==> config.mk <==
export PLATFORM = sky130hd
export DESIGN_NAME = program_loader
export DESIGN_NICKNAME = d
export VERILOG_FILES = /design/src/rtl/loader_pkg.sv /design/src/rtl/rx_timeout_counter.sv /design/src/rtl/program_loader.sv
export SDC_FILE = /design/constraint.sdc
export NUM_CORES = 1
export LEC_CHECK = 0
export CORE_ASPECT_RATIO = 1.2
export CORE_UTILIZATION = 25
export CTS_CLUSTER_DIAMETER = 30
export CTS_CLUSTER_SIZE = 25
export DETAILED_ROUTE_END_ITERATION = 16
export PLACE_DENSITY = 0.41
export SLEW_MARGIN = 20
export SYNTH_ARGS = -nofsm -noshare
export SYNTH_HDL_FRONTEND = slang
export SYNTH_HIERARCHICAL = 1
export SYNTH_SLANG_ARGS = --single-unit
==> constraint.sdc <==
create_clock -name clk -period 3.9 [get_ports clk]
set_input_delay 0.975 -clock clk [delete_from_list [all_inputs] [get_ports clk]]
set_output_delay 0.975 -clock clk [all_outputs]
set_load 0.02 [all_outputs]
==> src/rtl/loader_pkg.sv <==
// Shared types and constants for the serial program loader.
package loader_pkg;

    // Framing FSM states
    typedef enum logic [2:0] {
        S_IDLE    = 3'd0,
        S_LEN_HI  = 3'd1,
        S_LEN_LO  = 3'd2,
        S_DATA_HI = 3'd3,
        S_DATA_LO = 3'd4,
        S_CHECK   = 3'd5,
        S_DONE    = 3'd6,
        S_ERROR   = 3'd7
    } state_t;

    // Values reported on o_error_code
    localparam logic [1:0] ERR_NONE    = 2'd0;
    localparam logic [1:0] ERR_LEN     = 2'd1;
    localparam logic [1:0] ERR_CHK     = 2'd2;
    localparam logic [1:0] ERR_TIMEOUT = 2'd3;

    // Frame start marker used when the top is not overridden
    localparam logic [7:0] SYNC_BYTE_DEFAULT = 8'hA5;

endpackage

==> src/rtl/rx_timeout_counter.sv <==
// Inter-byte watchdog: counts idle cycles while a frame is open and flags
// the cycle whose clock edge would bring the count to TIMEOUT_CYCLES, so the
// owner registers the error exactly TIMEOUT_CYCLES cycles after the last byte.
module rx_timeout_counter #(
    parameter int TIMEOUT_CYCLES = 100000
) (
    input  logic clk,
    input  logic rst,
    input  logic i_enable,
    input  logic i_clear,
    output logic o_expired
);

    localparam int CW = $clog2(TIMEOUT_CYCLES + 1);

    logic [CW-1:0] count;

    // Idle-cycle counter; held at zero outside a frame and on every byte
    always_ff @(posedge clk or negedge rst) begin
        if (!rst) begin
            count <= '0;
        end else if (i_clear || !i_enable) begin
            count <= '0;
        end else if (count != CW'(TIMEOUT_CYCLES)) begin
            count <= count + CW'(1);
        end
    end

    assign o_expired = i_enable && !i_clear && (count == CW'(TIMEOUT_CYCLES - 1));

endmodule

==> src/rtl/program_loader.sv <==
// Receives a framed byte stream, writes 16-bit words into program memory
// from address 0, and keeps the CPU in reset until a frame checks out.
module program_loader
    import loader_pkg::*;
#(
    parameter int         ADDRESS_BITS   = 11,
    parameter int         DATA_BITS      = 16,
    parameter logic [7:0] SYNC_BYTE      = SYNC_BYTE_DEFAULT,
    parameter int         TIMEOUT_CYCLES = 100000
) (
    input  logic                    clk,
    input  logic                    rst,
    input  logic [7:0]              i_rx_data,
    input  logic                    i_rx_valid,
    output logic                    o_wr_en,
    output logic [ADDRESS_BITS-1:0] o_wr_address,
    output logic [DATA_BITS-1:0]    o_wr_data,
    output logic                    o_busy,
    output logic                    o_done,
    output logic                    o_error,
    output logic [1:0]              o_error_code,
    output logic                    o_cpu_rst
);

    // Largest legal word count is the full memory depth
    localparam logic [16:0] MAX_WORDS = 17'(1) << ADDRESS_BITS;

    state_t                state;
    logic [7:0]            chk_acc;
    logic [7:0]            len_hi;
    logic [7:0]            data_hi;
    logic [ADDRESS_BITS:0] len_words;
    logic [ADDRESS_BITS:0] word_cnt;
    logic [ADDRESS_BITS:0] word_cnt_next;
    logic [15:0]           n_words;
    logic                  len_bad;
    logic                  in_frame;
    logic                  expired;

    assign n_words       = {len_hi, i_rx_data};
    assign len_bad       = (n_words == 16'd0) || ({1'b0, n_words} > MAX_WORDS);
    assign word_cnt_next = word_cnt + (ADDRESS_BITS + 1)'(1);
    assign in_frame      = (state == S_LEN_HI) || (state == S_LEN_LO) ||
                           (state == S_DATA_HI) || (state == S_DATA_LO) ||
                           (state == S_CHECK);

    rx_timeout_counter #(
        .TIMEOUT_CYCLES(TIMEOUT_CYCLES)
    ) u_timeout (
        .clk      (clk),
        .rst      (rst),
        .i_enable (in_frame),
        .i_clear  (i_rx_valid),
        .o_expired(expired)
    );

    // Framing FSM with registered status, write port and checksum tracking
    always_ff @(posedge clk or negedge rst) begin
        if (!rst) begin
            state        <= S_IDLE;
            chk_acc      <= '0;
            len_hi       <= '0;
            data_hi      <= '0;
            len_words    <= '0;
            word_cnt     <= '0;
            o_wr_en      <= 1'b0;
            o_wr_address <= '0;
            o_wr_data    <= '0;
            o_busy       <= 1'b0;
            o_done       <= 1'b0;
            o_error      <= 1'b0;
            o_error_code <= ERR_NONE;
            o_cpu_rst    <= 1'b0;
        end else begin
            o_wr_en <= 1'b0;
            if (i_rx_valid) begin
                case (state)
                    S_IDLE, S_DONE, S_ERROR: begin
                        if (i_rx_data == SYNC_BYTE) begin
                            state        <= S_LEN_HI;
                            chk_acc      <= '0;
                            word_cnt     <= '0;
                            o_busy       <= 1'b1;
                            o_done       <= 1'b0;
                            o_error      <= 1'b0;
                            o_error_code <= ERR_NONE;
                            o_cpu_rst    <= 1'b0;
                        end
                    end
                    S_LEN_HI: begin
                        len_hi  <= i_rx_data;
                        chk_acc <= chk_acc ^ i_rx_data;
                        state   <= S_LEN_LO;
                    end
                    S_LEN_LO: begin
                        chk_acc <= chk_acc ^ i_rx_data;
                        if (len_bad) begin
                            state        <= S_ERROR;
                            o_busy       <= 1'b0;
                            o_error      <= 1'b1;
                            o_error_code <= ERR_LEN;
                        end else begin
                            len_words <= n_words[ADDRESS_BITS:0];
                            state     <= S_DATA_HI;
                        end
                    end
                    S_DATA_HI: begin
                        data_hi <= i_rx_data;
                        chk_acc <= chk_acc ^ i_rx_data;
                        state   <= S_DATA_LO;
                    end
                    S_DATA_LO: begin
                        chk_acc      <= chk_acc ^ i_rx_data;
                        o_wr_en      <= 1'b1;
                        o_wr_data    <= {data_hi, i_rx_data};
                        o_wr_address <= word_cnt[ADDRESS_BITS-1:0];
                        word_cnt     <= word_cnt_next;
                        state        <= (word_cnt_next == len_words) ? S_CHECK : S_DATA_HI;
                    end
                    S_CHECK: begin
                        o_busy <= 1'b0;
                        if (i_rx_data == chk_acc) begin
                            state     <= S_DONE;
                            o_done    <= 1'b1;
                            o_cpu_rst <= 1'b1;
                        end else begin
                            state        <= S_ERROR;
                            o_error      <= 1'b1;
                            o_error_code <= ERR_CHK;
                        end
                    end
                    default: state <= S_IDLE;
                endcase
            end else if (expired) begin
                state        <= S_ERROR;
                o_busy       <= 1'b0;
                o_error      <= 1'b1;
                o_error_code <= ERR_TIMEOUT;
            end
        end
    end

endmodule
# Word-level counts from Yosys, hierarchy flattened
# Cells that the tools add are included.
[classes]
add_sub_neg = 2
magnitude_cmp = 1
n_eq_ne = 18
muxes = 34
bitwise = 2
n_reduce_logical = 29
[op_table]
columns = ["operator", "n"]
rows = [
  ["17-bit two-way mux", 2],
  ["12-bit case mux with 2 select lines", 1],
  ["3-bit case mux with 6 select lines", 1],
  ["17-bit by 1-bit adder with 17-bit output, second input constant", 1],
  ["17-bit equality test, second input constant", 1],
  ["17-bit inequality test, second input constant", 1],
  ["16-bit by 12-bit > comparator with 1-bit output, second input constant", 1],
  ["16-bit logical NOT", 1],
  ["8-bit case mux with 2 select lines", 1],
  ["3-bit two-way mux", 5],
  ["1-bit two-way mux", 13],
  ["12-bit by 1-bit adder with 12-bit output, second input constant", 1],
  ["12-bit equality test", 1],
  ["3-bit equality test, second input constant", 4],
  ["12-bit two-way mux", 1],
  ["2-bit two-way mux", 5],
  ["2-bit nonzero test", 5],
  ["3-bit inequality test, second input constant", 3],
  ["3-bit AND reduction", 3],
  ["8-bit equality test", 1],
  ["8-bit equality test, second input constant", 1],
  ["8-bit two-way mux", 1],
  ["2-bit AND reduction", 4],
  ["4-bit AND reduction", 2],
  ["other kinds (17)", 26],
]
[totals]
register_bits = 101
in_bits = 11
out_inout_bits = 34

# Longest topological paths before layout
# Gate-level depths: netlist of run 1.
[depth]
word_depth = 9
mapped_depth = 12
depth_no_buf = 11

# By module
# Netlist of run 1, hierarchy kept.
[modules_own_cells]
columns = ["mod", "instances", "cells_per_inst", "area_each_um2", "seq_area_each_um2"]
rows = [
  ["program_loader", 1, 434, 4116.4, 2102.0],
  ["rx_timeout_counter", 1, 98, 963.4, 425.4],
]

# Worst setup path before layout of run 1
# Ideal clock, no wire load.
[synth_timing]
path_kind = "input -> register"
startpoint = "input port i_rx_data[3]"
endpoint = "register len_words[10]"
arrival_ns = 2.968
t_required_ns = 3.775
setup_slack_ns = 0.807
stages = 6
n_path_buf = 2
path_cell_list = "buf_6 -> or4_4 -> or4_1 -> nand4_1 -> buf_2 -> mux2_2"
[synth_via]
elab_chain_cells = 4
word_cells_on_any_way = 5
[synth_rtl]
columns = ["element", "line_no", "source"]
rows = [
  ["from (decl)", "program_loader.sv:13", "input logic [7:0] i_rx_data,"],
  ["16-bit by 12-bit > comparator with 1-bit output or 16-bit logical NOT (tied branches)", "program_loader.sv:41", "assign len_bad = (n_words == 16'd0) || ({1'b0, n_words} > MAX_WORDS);"],
  ["1-bit logical OR *", "program_loader.sv:41", ""],
  ["1-bit inverter (no source line) *", "-", ""],
  ["3-bit AND reduction (no source line) *", "-", ""],
  ["to (signal assigned)", "program_loader.sv:103", "len_words <= n_words[ADDRESS_BITS:0];"],
  ["to (decl)", "program_loader.sv:32", "logic [ADDRESS_BITS:0] len_words;"],
]
# Every way passes the cells marked *; elsewhere a longest branch is shown, timed or not.
# A chain may end at the register's enable or synchronous reset.

# Final worst setup path of run 1
[layout_timing]
startpoint = "input port i_rx_data[4]"
endpoint = "register word_cnt[2]"
[layout_via]
elab_chain_cells = 3
[layout_rtl]
columns = ["element", "line_no", "source"]
rows = [
  ["8-bit equality test", "program_loader.sv:79", "if (i_rx_data == SYNC_BYTE) begin"],
  ["2-bit inequality test (no source line)", "-", ""],
  ["3-bit AND reduction (no source line)", "-", ""],
  ["to (signal assigned)", "program_loader.sv:117", "word_cnt <= word_cnt_next;"],
  ["to (decl)", "program_loader.sv:33", "logic [ADDRESS_BITS:0] word_cnt;"],
]
# Every way passes these cells.

==> results_dict.tcl, run 1 <==
set metrics [dict create \
    port-buffer-count 44 \
    cts_buffer_depth 2 \
    timing.final.ws_setup_ns 0.5747 \
    yosys-top-cells-count "nand2_1, dfrtp_1, nor2_1, o21ai_0, mux2_2" \
    areaGrowthSynthToFinish_pct 20.22 \
    worst-setup-path-type "in -> reg" \
    dp.final_hpwl_mm 8.763 \
    grt_pass1_wl_mm 20.50 \
    post_drt_via_cell_ratio 4.672 \
    fillCellCount 2116 \
    crit_path_end_kind "flop" \
    met1_length_mm 5.854 \
    wl_met3_um 360 \
    max_freq_ghz 0.3007 \
    period_needed_ns 3.325 \
    wl_met2_mm 6.173 \
    firstDrtPassIters 4 \
    yosysMostFrequentCell "nand2_1" \
    maxCapViolations 0 \
    core_area_um2 19760 \
    place_ws_ns 0.1669 \
    postCtsSetupRepairBufs 0 \
    yosysUniqueCellTypes 63 \
    drive_gt1_frac 0.1127 \
    grt_max_degree 78 \
    ctsResizeCount 0 \
    status "finished, final reports clean" \
    grt_util_all_layers 0.1263 \
    fp.dieArea_um2 20900 \
    final_util 0.3091 \
    clock_sinks 101 \
    yosysTopAreaCell "dfrtp_1" \
    hold_path_class "reg -> reg" \
    seqCellArea_um2 2527 \
    gp_congestion 0.7307 \
    worst_skew_pair.late_latency_ns 0.36 \
    finalCritPeriodShare 0.8526 \
    slew_headroom 0.3378 \
    finalHoldViolations 0 \
    cts_buffers 9 \
    synthArstFlopShare 1.000 \
    grt_pass1_vias 3840 \
    antennaDiodeCount 0 \
    synth_area_leaders "dfrtp_1, nand2_1, mux2_2" \
    root_buffer "clkbuf_16" \
    whs_path_depth 2 \
    cp_max_fo 12 \
    num_rows 56 \
    h-tree-depth 3 \
    top_layer "met4" \
    hold_buffers 0 \
    vias 3915 \
    syn_inst 532 \
    multi_input_area_um2 2374 \
    syn_nets 547 \
    route.detailed.drc 0 \
    skew_ns 0.01209 \
    wl_per_cell_um 15.00 \
    yosysWarnings 6 \
    start_kind "input port" \
    synth_seq_area_share 0.4975 \
    yosysTopAreaCellShare 0.4975 \
    setup_viol 0 \
    die_w_um 132.1 \
    antenna_left 0 \
    wl_mm 12.57 \
    r2r_cells 11 \
    num-nets-final 587 \
    rsz0062_at_grt "false" \
    dieHeight_um 158.2 \
    cp.arrival_ns 3.55 \
    peakVddDrop_uv 251.6 \
    tns_ns 0 \
    antenna_found_initial 0 \
    cp_data_required_time_ns 4.13 \
    grt_overflow 0 \
    tightest_slew_ns 0.9867 \
    clkTransAtPathRegs_ns 0.08 \
    p_per_area_nw_per_um2 612.9 \
    start_util 0.2571 \
    mappedNetlistArea_um2 5080 \
    syn_avg_cell_area_um2 9.549 \
    synth-edff-count 0 \
    drv_slew 0 \
    ios 45 \
    p_leak_nw 2.662 \
    drt_iter0_drc 183 \
    ys.flop_type "dfrtp_1" \
    cts_tree "yes" \
    synth-seq-cells 101 \
]
per-layer routing:
metal  track usage  up-vias
met5             0        -
met4       0.05150        0
met3       0.02081       10
met2        0.2210       59
met1        0.1546     1912
li1              -     1934
sequential cells by signal (all words and copies together), names as in the netlist:
name	flops
o_wr_data	16
u_timeout/count	17
o_wr_en	1
o_error_code	2
chk_acc	8
o_wr_address	11
len_hi	8
o_cpu_rst	1
data_hi	8
o_error	1
state	3
o_busy	1
word_cnt	12
len_words	12
kinds of logic after synthesis:
| logic type | synth area share |
|---|---|
| AND/OR/NAND/NOR | 0.2414 |
| flip-flops | 0.4975 |
| AO/OA/AOI/OAI | 0.1054 |
| buffers and inverters | 0.03522 |
| XOR/XNOR | 0.05172 |
| multiplexers | 0.05887 |
| adder cells (fa/ha/maj) | 0.009853 |
area by class of cell:
cell class                      count  share of cell area
Clock buffer                       10             0.03749
Tap cell                          261             0.05347
Inverter                           12            0.007376
Timing Repair Buffer               57             0.08830
Multi-Input combinational cell    391              0.3887
Sequential cell                   101              0.4138
Clock inverter                      6             0.01086
through the flow:
stage	hold slack (ns)	cells	total power (W)	cell area, um2
detailed placement	0.4539	822	0.002871	5808
global placement	0.4591	822	0.002852	5808
floorplan	0.4331	532	0.002399	5080
global route	0.5069	838	0.003994	6107
CTS	0.4766	838	0.003811	6103
finish	0.4695	838	0.003743	6107
worst paths after layout:
kind,from,to,slack (ns)
max in group asynchronous,rst,u_timeout/count[12],2.55
hold / removal,data_hi[6],o_wr_data[14],0.47
min in group asynchronous,rst,o_wr_address[10],0.66
setup / recovery,i_rx_data[4],word_cnt[2],0.57
setup reg to reg,state[1],o_error,1.33
hold reg to reg,data_hi[6],o_wr_data[14],0.47
where the power goes:
group | switching (W) | total [W] | internal [W]
registers | 0.000263 | 0.00161 | 0.00135
logic | 0.000642 | 0.00122 | 0.000581
clock network | 0.000457 | 0.000911 | 0.000454
total | 0.00136 | 0.00374 | 0.00238
critical path, cell delays in order:
cell             delay (ns)
clkdlybuf4s50_1        0.44
or4_4                  0.57
or4_4                  0.55
a211oi_1               0.25
o21ai_1                0.37
o21ai_0                0.27
o21ai_0                0.12
cells in the final DEF (no fill, tap or decap), drive strengths merged, types with 2 or more instances in the layout:
| cell type | instances |
|---|---|
| o21ai | 47 |
| nand3 | 14 |
| buf | 14 |
| a21o | 3 |
| nand3b | 2 |
| nand4b | 2 |
| nor4 | 3 |
| and4 | 3 |
| inv | 15 |
| or4 | 6 |
| a221oi | 2 |
| nand4 | 14 |
| ha | 4 |
| nand2b | 10 |
| nor3 | 5 |
| xnor2 | 18 |
| xor2 | 12 |
| and2 | 6 |
| a311oi | 2 |
| nor4b | 3 |
| a21oi | 10 |
| o31ai | 6 |
| dfrtp | 101 |
| nor2 | 43 |
| a211oi | 2 |
| clkbuf | 10 |
| o22ai | 2 |
| mux2i | 4 |
| nor2b | 4 |
| nor3b | 3 |
| clkdlybuf4s50 | 43 |
| nand2 | 105 |
| or3 | 6 |
| and3 | 8 |
| o211ai | 2 |
| a31oi | 4 |
| clkinv | 2 |
| mux2 | 23 |
No activity file was read; power rests on OpenSTA's default activity.
==> run 2: changes to the inputs <==
--- a/config.mk
+++ b/config.mk
@@ -7,9 +7,9 @@
 export LEC_CHECK = 0
 export CORE_ASPECT_RATIO = 1.2
-export CORE_UTILIZATION = 25
+export CORE_UTILIZATION = 39
 export CTS_CLUSTER_DIAMETER = 30
 export CTS_CLUSTER_SIZE = 25
 export DETAILED_ROUTE_END_ITERATION = 16
-export PLACE_DENSITY = 0.41
+export PLACE_DENSITY = 0.58
 export SLEW_MARGIN = 20
 export SYNTH_ARGS = -nofsm -noshare
==> constraint.sdc (replaced) <==
create_clock -name clk -period 3.9 [get_ports clk]
set_input_delay 0.975 -clock clk [delete_from_list [all_inputs] [get_ports clk]]
set_output_delay 0.975 -clock clk [all_outputs]
set_load 0.005 [all_outputs]
==> results_dict.tcl, run 2 (synthesis results as in run 1) <==
set metrics [dict create \
    rrSetupSlack_ns 1.30 \
    antennaDiodeCount 0 \
    design_area_um2 5977 \
    largest_reg_flops 17 \
    grt_pass1_vias 3871 \
    cts_tree "yes" \
    dp.final_hpwl_mm 7.761 \
    drt_iter0_drc 131 \
    crit_path_end_kind "flop" \
    core_area_um2 12670 \
    place_area_um2 5677 \
    clkTransAtPathRegs_ns 0.08 \
    route.detailed.drc 0 \
    maxCapViolations 0 \
    postCtsSetupRepairBufs 0 \
    peakVddDrop_uv 298.7 \
    grt_util_all_layers 0.1759 \
    layout_commonest_cell "nand2_1" \
    worstSetupPathDepth 7 \
    reg_top3 "u_timeout/count: 17 flops, o_wr_data: 16 flops" \
    cts_buffer_depth 2 \
    dieHeight_um 127.0 \
    crit_chain "clkdlybuf4s50_1, or4_4, or4_4, a211oi_1, o21ai_1, o21ai_0, o21ai_0" \
    slew_headroom 0.3635 \
    skew_ns 0.009365 \
    cp.arrival_ns 3.48 \
    worst-setup-path-type "in -> reg" \
    final_util 0.4718 \
    port-buffer-count 44 \
    firstDrtPassIters 4 \
    finalHoldViolations 0 \
    wl_per_cell_um 14.91 \
    start_util 0.4010 \
    drv_slew 0 \
    worst_skew_pair.late_latency_ns 0.36 \
    status "finished, final reports clean" \
    vias 3939 \
    hold_path_class "reg -> reg" \
    hold_buffers 0 \
    num-nets-final 584 \
    cp_max_fo 12 \
    worstReg2RegEnd "o_error" \
    cp_data_required_time_ns 4.13 \
    total_power_w 0.003599 \
    post_drt_via_cell_ratio 5.337 \
    start_kind "input port" \
    cts_buffers 9 \
    timing.final.ws_setup_ns 0.6486 \
    critPathTopFamily "simple AND/OR/NAND/NOR gates" \
    cp_slowest_stage_delay_ns 0.56 \
    areaGrowthSynthToFinish_pct 17.66 \
    r2r_cells 11 \
    ctsResizeCount 0 \
    wl_mm 11.01 \
    grt_max_degree 59 \
    gp_congestion 0.8164 \
    rr_startpoint "state[1]" \
    setup_viol 0 \
    grt_overflow 0 \
    fp.dieArea_um2 13490 \
    tightest_slew_ns 0.9485 \
    final_cell_mix "nand2_1, dfrtp_1, nor2_1, clkdlybuf4s50_1, o21ai_0" \
    num_rows 45 \
    h-tree-depth 3 \
    period_needed_ns 3.251 \
    max_flop_register "u_timeout/count" \
    drive_gt1_frac 0.1098 \
    cp-startpoint "i_rx_data[4]" \
    grt_pass1_wl_mm 18.85 \
    place_ws_ns 0.2639 \
    rsz0062_at_grt "false" \
    clock_sinks 101 \
    die_w_um 106.2 \
    path_buf_inv 1 \
    ios 45 \
    p_leak_nw 2.655 \
    finalCritPeriodShare 0.8337 \
    tns_ns 0 \
    p_per_area_nw_per_um2 602.1 \
    max_freq_ghz 0.3076 \
    root_buffer "clkbuf_16" \
    antenna_found_initial 0 \
    critPathSlowestCell "or4_4" \
    crit_end "word_cnt[2]" \
    antenna_left 0 \
]
==> run 2: cell types whose count changed in the layout (fill, tap and decap cells not counted) <==
cell,change
buf_12,+1
buf_4,-3
buf_6,-1
clkbuf_1,-1
clkbuf_8,+1
clkinv_4,-1
inv_6,+3
inv_8,-2
==> run 2: worst min-delay path: cells and delay by family (launching register included) <==
family / cells / cell delay (ns)
flops: 1 / 0.35
simple gates: 2 / 0.10
==> run 2: cell type report <==
type	count	area [um2]
well taps	164	205.2
fillers	1223	6691
repair buffers	54	525.5
flip-flops and latches	101	2527
inverters	12	45.04
multi-input cells	391	2374
clock buffers	10	239.0
clock inverters	6	61.31
==> run 2: worst min path at each step <==
stage,startpoint,endpoint,slack [ns],depth (start not counted)
after floorplan,data_hi[3],o_wr_data[11],0.43,2
after global placement,data_hi[3],o_wr_data[11],0.45,2
after detailed placement,data_hi[3],o_wr_data[11],0.46,2
after CTS,data_hi[3],o_wr_data[11],0.47,2
after global routing,o_wr_address[9],o_wr_address[9],0.50,2
final,data_hi[4],o_wr_data[12],0.47,2
==> run 2: per-stage QoR <==
stage,cells,hold WS [ns]
after CTS,738,0.4721
after detailed placement,722,0.4558
after global placement,722,0.4460
final,738,0.4698
after global routing,738,0.4973
after floorplan,532,0.4331
==> run 2: routing by layer <==
layer	part of all wire	track usage
met1	0.46	0.2199
met3	0.024	0.02245
met5	0	0
met4	0.022	0.08497
met2	0.50	0.3002
==> run 2: where the power goes <==
group	internal, W	leakage, nW	switching (W)	total [W]
combinational	0.000574	1.18	0.000514	0.00109
sequential	0.00135	1.33	0.000256	0.00160
clock	0.000468	0.145	0.000440	0.000907
==> run 3: changes to the inputs <==
clock period = 3.2 ns   (was 3.9 ns; I/O delays follow)
==> results_dict.tcl, run 3 (synthesis results as in run 1) <==
set metrics [dict create \
    worstReg2RegEnd "o_error" \
    grt_max_degree 58 \
    total_power_w 0.004434 \
    rr_startpoint "state[1]" \
    skew_ns 0.01251 \
    finalHoldViolations 0 \
    final_util 0.4813 \
    max_flop_register "u_timeout/count" \
    post_drt_via_cell_ratio 5.259 \
    rrSetupSlack_ns 0.79 \
    grt_overflow 0 \
    power_switching_w 0.001500 \
    drive_gt1_frac 0.1265 \
    clkTransAtPathRegs_ns 0.08 \
    r2r_cells 11 \
    drv_slew 0 \
    antenna_left 0 \
    hold_buffers 0 \
    postCtsSetupRepairBufs 0 \
    antenna_found_initial 0 \
    pwr-share-comb 0.306 \
    crit_path_end_kind "flop" \
    route.detailed.drc 0 \
    start_util 0.4010 \
    largest_reg_flops 17 \
    ctsResizeCount 0 \
    sequentialPowerShare 0.442 \
    peakVddDrop_uv 331.4 \
    slew_headroom 0.6100 \
    crit_chain "clkdlybuf4s50_1, or4_4, or4_4, buf_4, a21o_4, or2_1, o31ai_1" \
    place_ws_ns -0.1567 \
    firstDrtPassIters 4 \
    grt_pass1_vias 3855 \
    num_rows 45 \
    cts_tree "yes" \
    p_leak_nw 2.718 \
    worst_skew_pair.late_latency_ns 0.35 \
    cp.arrival_ns 3.25 \
    p_clk_frac 0.253 \
    grt_pass1_wl_mm 19.08 \
    fillCellCount 1203 \
    finalCritPeriodShare 0.9364 \
    p_int_w 0.002935 \
    dieHeight_um 127.0 \
    cp_data_required_time_ns 3.45 \
    cp_slowest_stage_delay_ns 0.55 \
    cts_buffer_depth 2 \
    clock_sinks 101 \
    design_area_um2 6097 \
    die_w_um 106.2 \
    p_per_area_nw_per_um2 727.2 \
    wl_per_cell_um 14.74 \
    setup_viol 0 \
    cts_buffers 9 \
    wl_met2_mm 5.531 \
    dp.final_hpwl_mm 7.850 \
    timing.final.ws_setup_ns 0.2036 \
    vias 3939 \
    reg_top3 "u_timeout/count: 17 flops, o_wr_data: 16 flops" \
    start_kind "input port" \
    h-tree-depth 3 \
    gp_congestion 0.7713 \
    port-buffer-count 44 \
    layout_commonest_cell "nand2_1" \
    wl_met3_um 255 \
    areaGrowthSynthToFinish_pct 20.02 \
    critPathSlowestCell "or4_4" \
    top_layer "met4" \
    wl_mm 11.04 \
    ios 45 \
    grt_util_all_layers 0.1770 \
    final_cell_mix "nand2_1, dfrtp_1, nor2_1, clkdlybuf4s50_1, o21ai_0" \
    core_area_um2 12670 \
    antennaDiodeCount 0 \
    max_freq_ghz 0.3337 \
    root_buffer "clkbuf_16" \
    hold_ws_ns 0.4411 \
    rsz0062_at_grt "false" \
    period_needed_ns 2.996 \
    met1_length_mm 5.094 \
    tightest_slew_ns 0.5850 \
    worst_path_most_repeated_cell "or4_4" \
    drt_iter0_drc 177 \
    status "finished, final reports clean" \
    hold_path_class "in -> async" \
    worst-setup-path-type "in -> reg" \
    switching_share 0.3382 \
    fp.dieArea_um2 13490 \
    maxCapViolations 0 \
    num-nets-final 595 \
    cp_max_fo 8 \
    place_area_um2 5784 \
]
## run 3: per-stage QoR
stage | instances | TNS (ns)
after floorplan | 532 | 0
after global placement | 733 | -1.542
after detailed placement | 733 | -2.004
after CTS | 749 | 0
after global routing | 749 | 0
final | 749 | 0
## run 3: how the worst max path moves through the flow
stage,from,to,slack [ns],depth (start not counted)
after floorplan,i_rx_data[3],len_words[10],0.28,6
final,i_rx_data[4],chk_acc[7],0.20,7
after global placement,i_rx_data[4],o_error,-0.12,8
after global routing,i_rx_data[4],chk_acc[7],0.10,7
after detailed placement,i_rx_data[4],o_error,-0.16,8
after CTS,i_rx_data[4],chk_acc[7],0.21,7
## run 3: power by group through the flow
stage                     registers, W  clock network, W  logic [W]
final                          0.00196           0.00112    0.00135
after global routing           0.00202           0.00120    0.00152
after CTS                      0.00196           0.00115    0.00138
after detailed placement       0.00198                 0    0.00137
after global placement         0.00197                 0    0.00135
after floorplan                0.00187                 0   0.000904
## run 3: area by class of cell
class	count	area, um2	area share
Clock buffer	9	225.2	0.03694
Clock inverter	7	87.58	0.01436
Inverter	12	45.04	0.007388
Multi-Input combinational cell	391	2374	0.3893
Sequential cell	101	2527	0.4145
Tap cell	164	205.2	0.03365
Timing Repair Buffer	65	633.1	0.1038
## run 3: worst max-delay path, delay by kind of cell
kind | cells | cell delay, ns
AND/OR/NAND/NOR | 3 | 1.40
AO/OA/AOI/OAI | 2 | 0.44
buffers and inverters | 2 | 0.60
## run 3: routing by layer
metal / vias to the layer above / track usage
met5: - / 0
met4: 0 / 0.05882
met3: 14 / 0.02755
met2: 45 / 0.3060
met1: 1940 / 0.2258
li1: 1940 / -
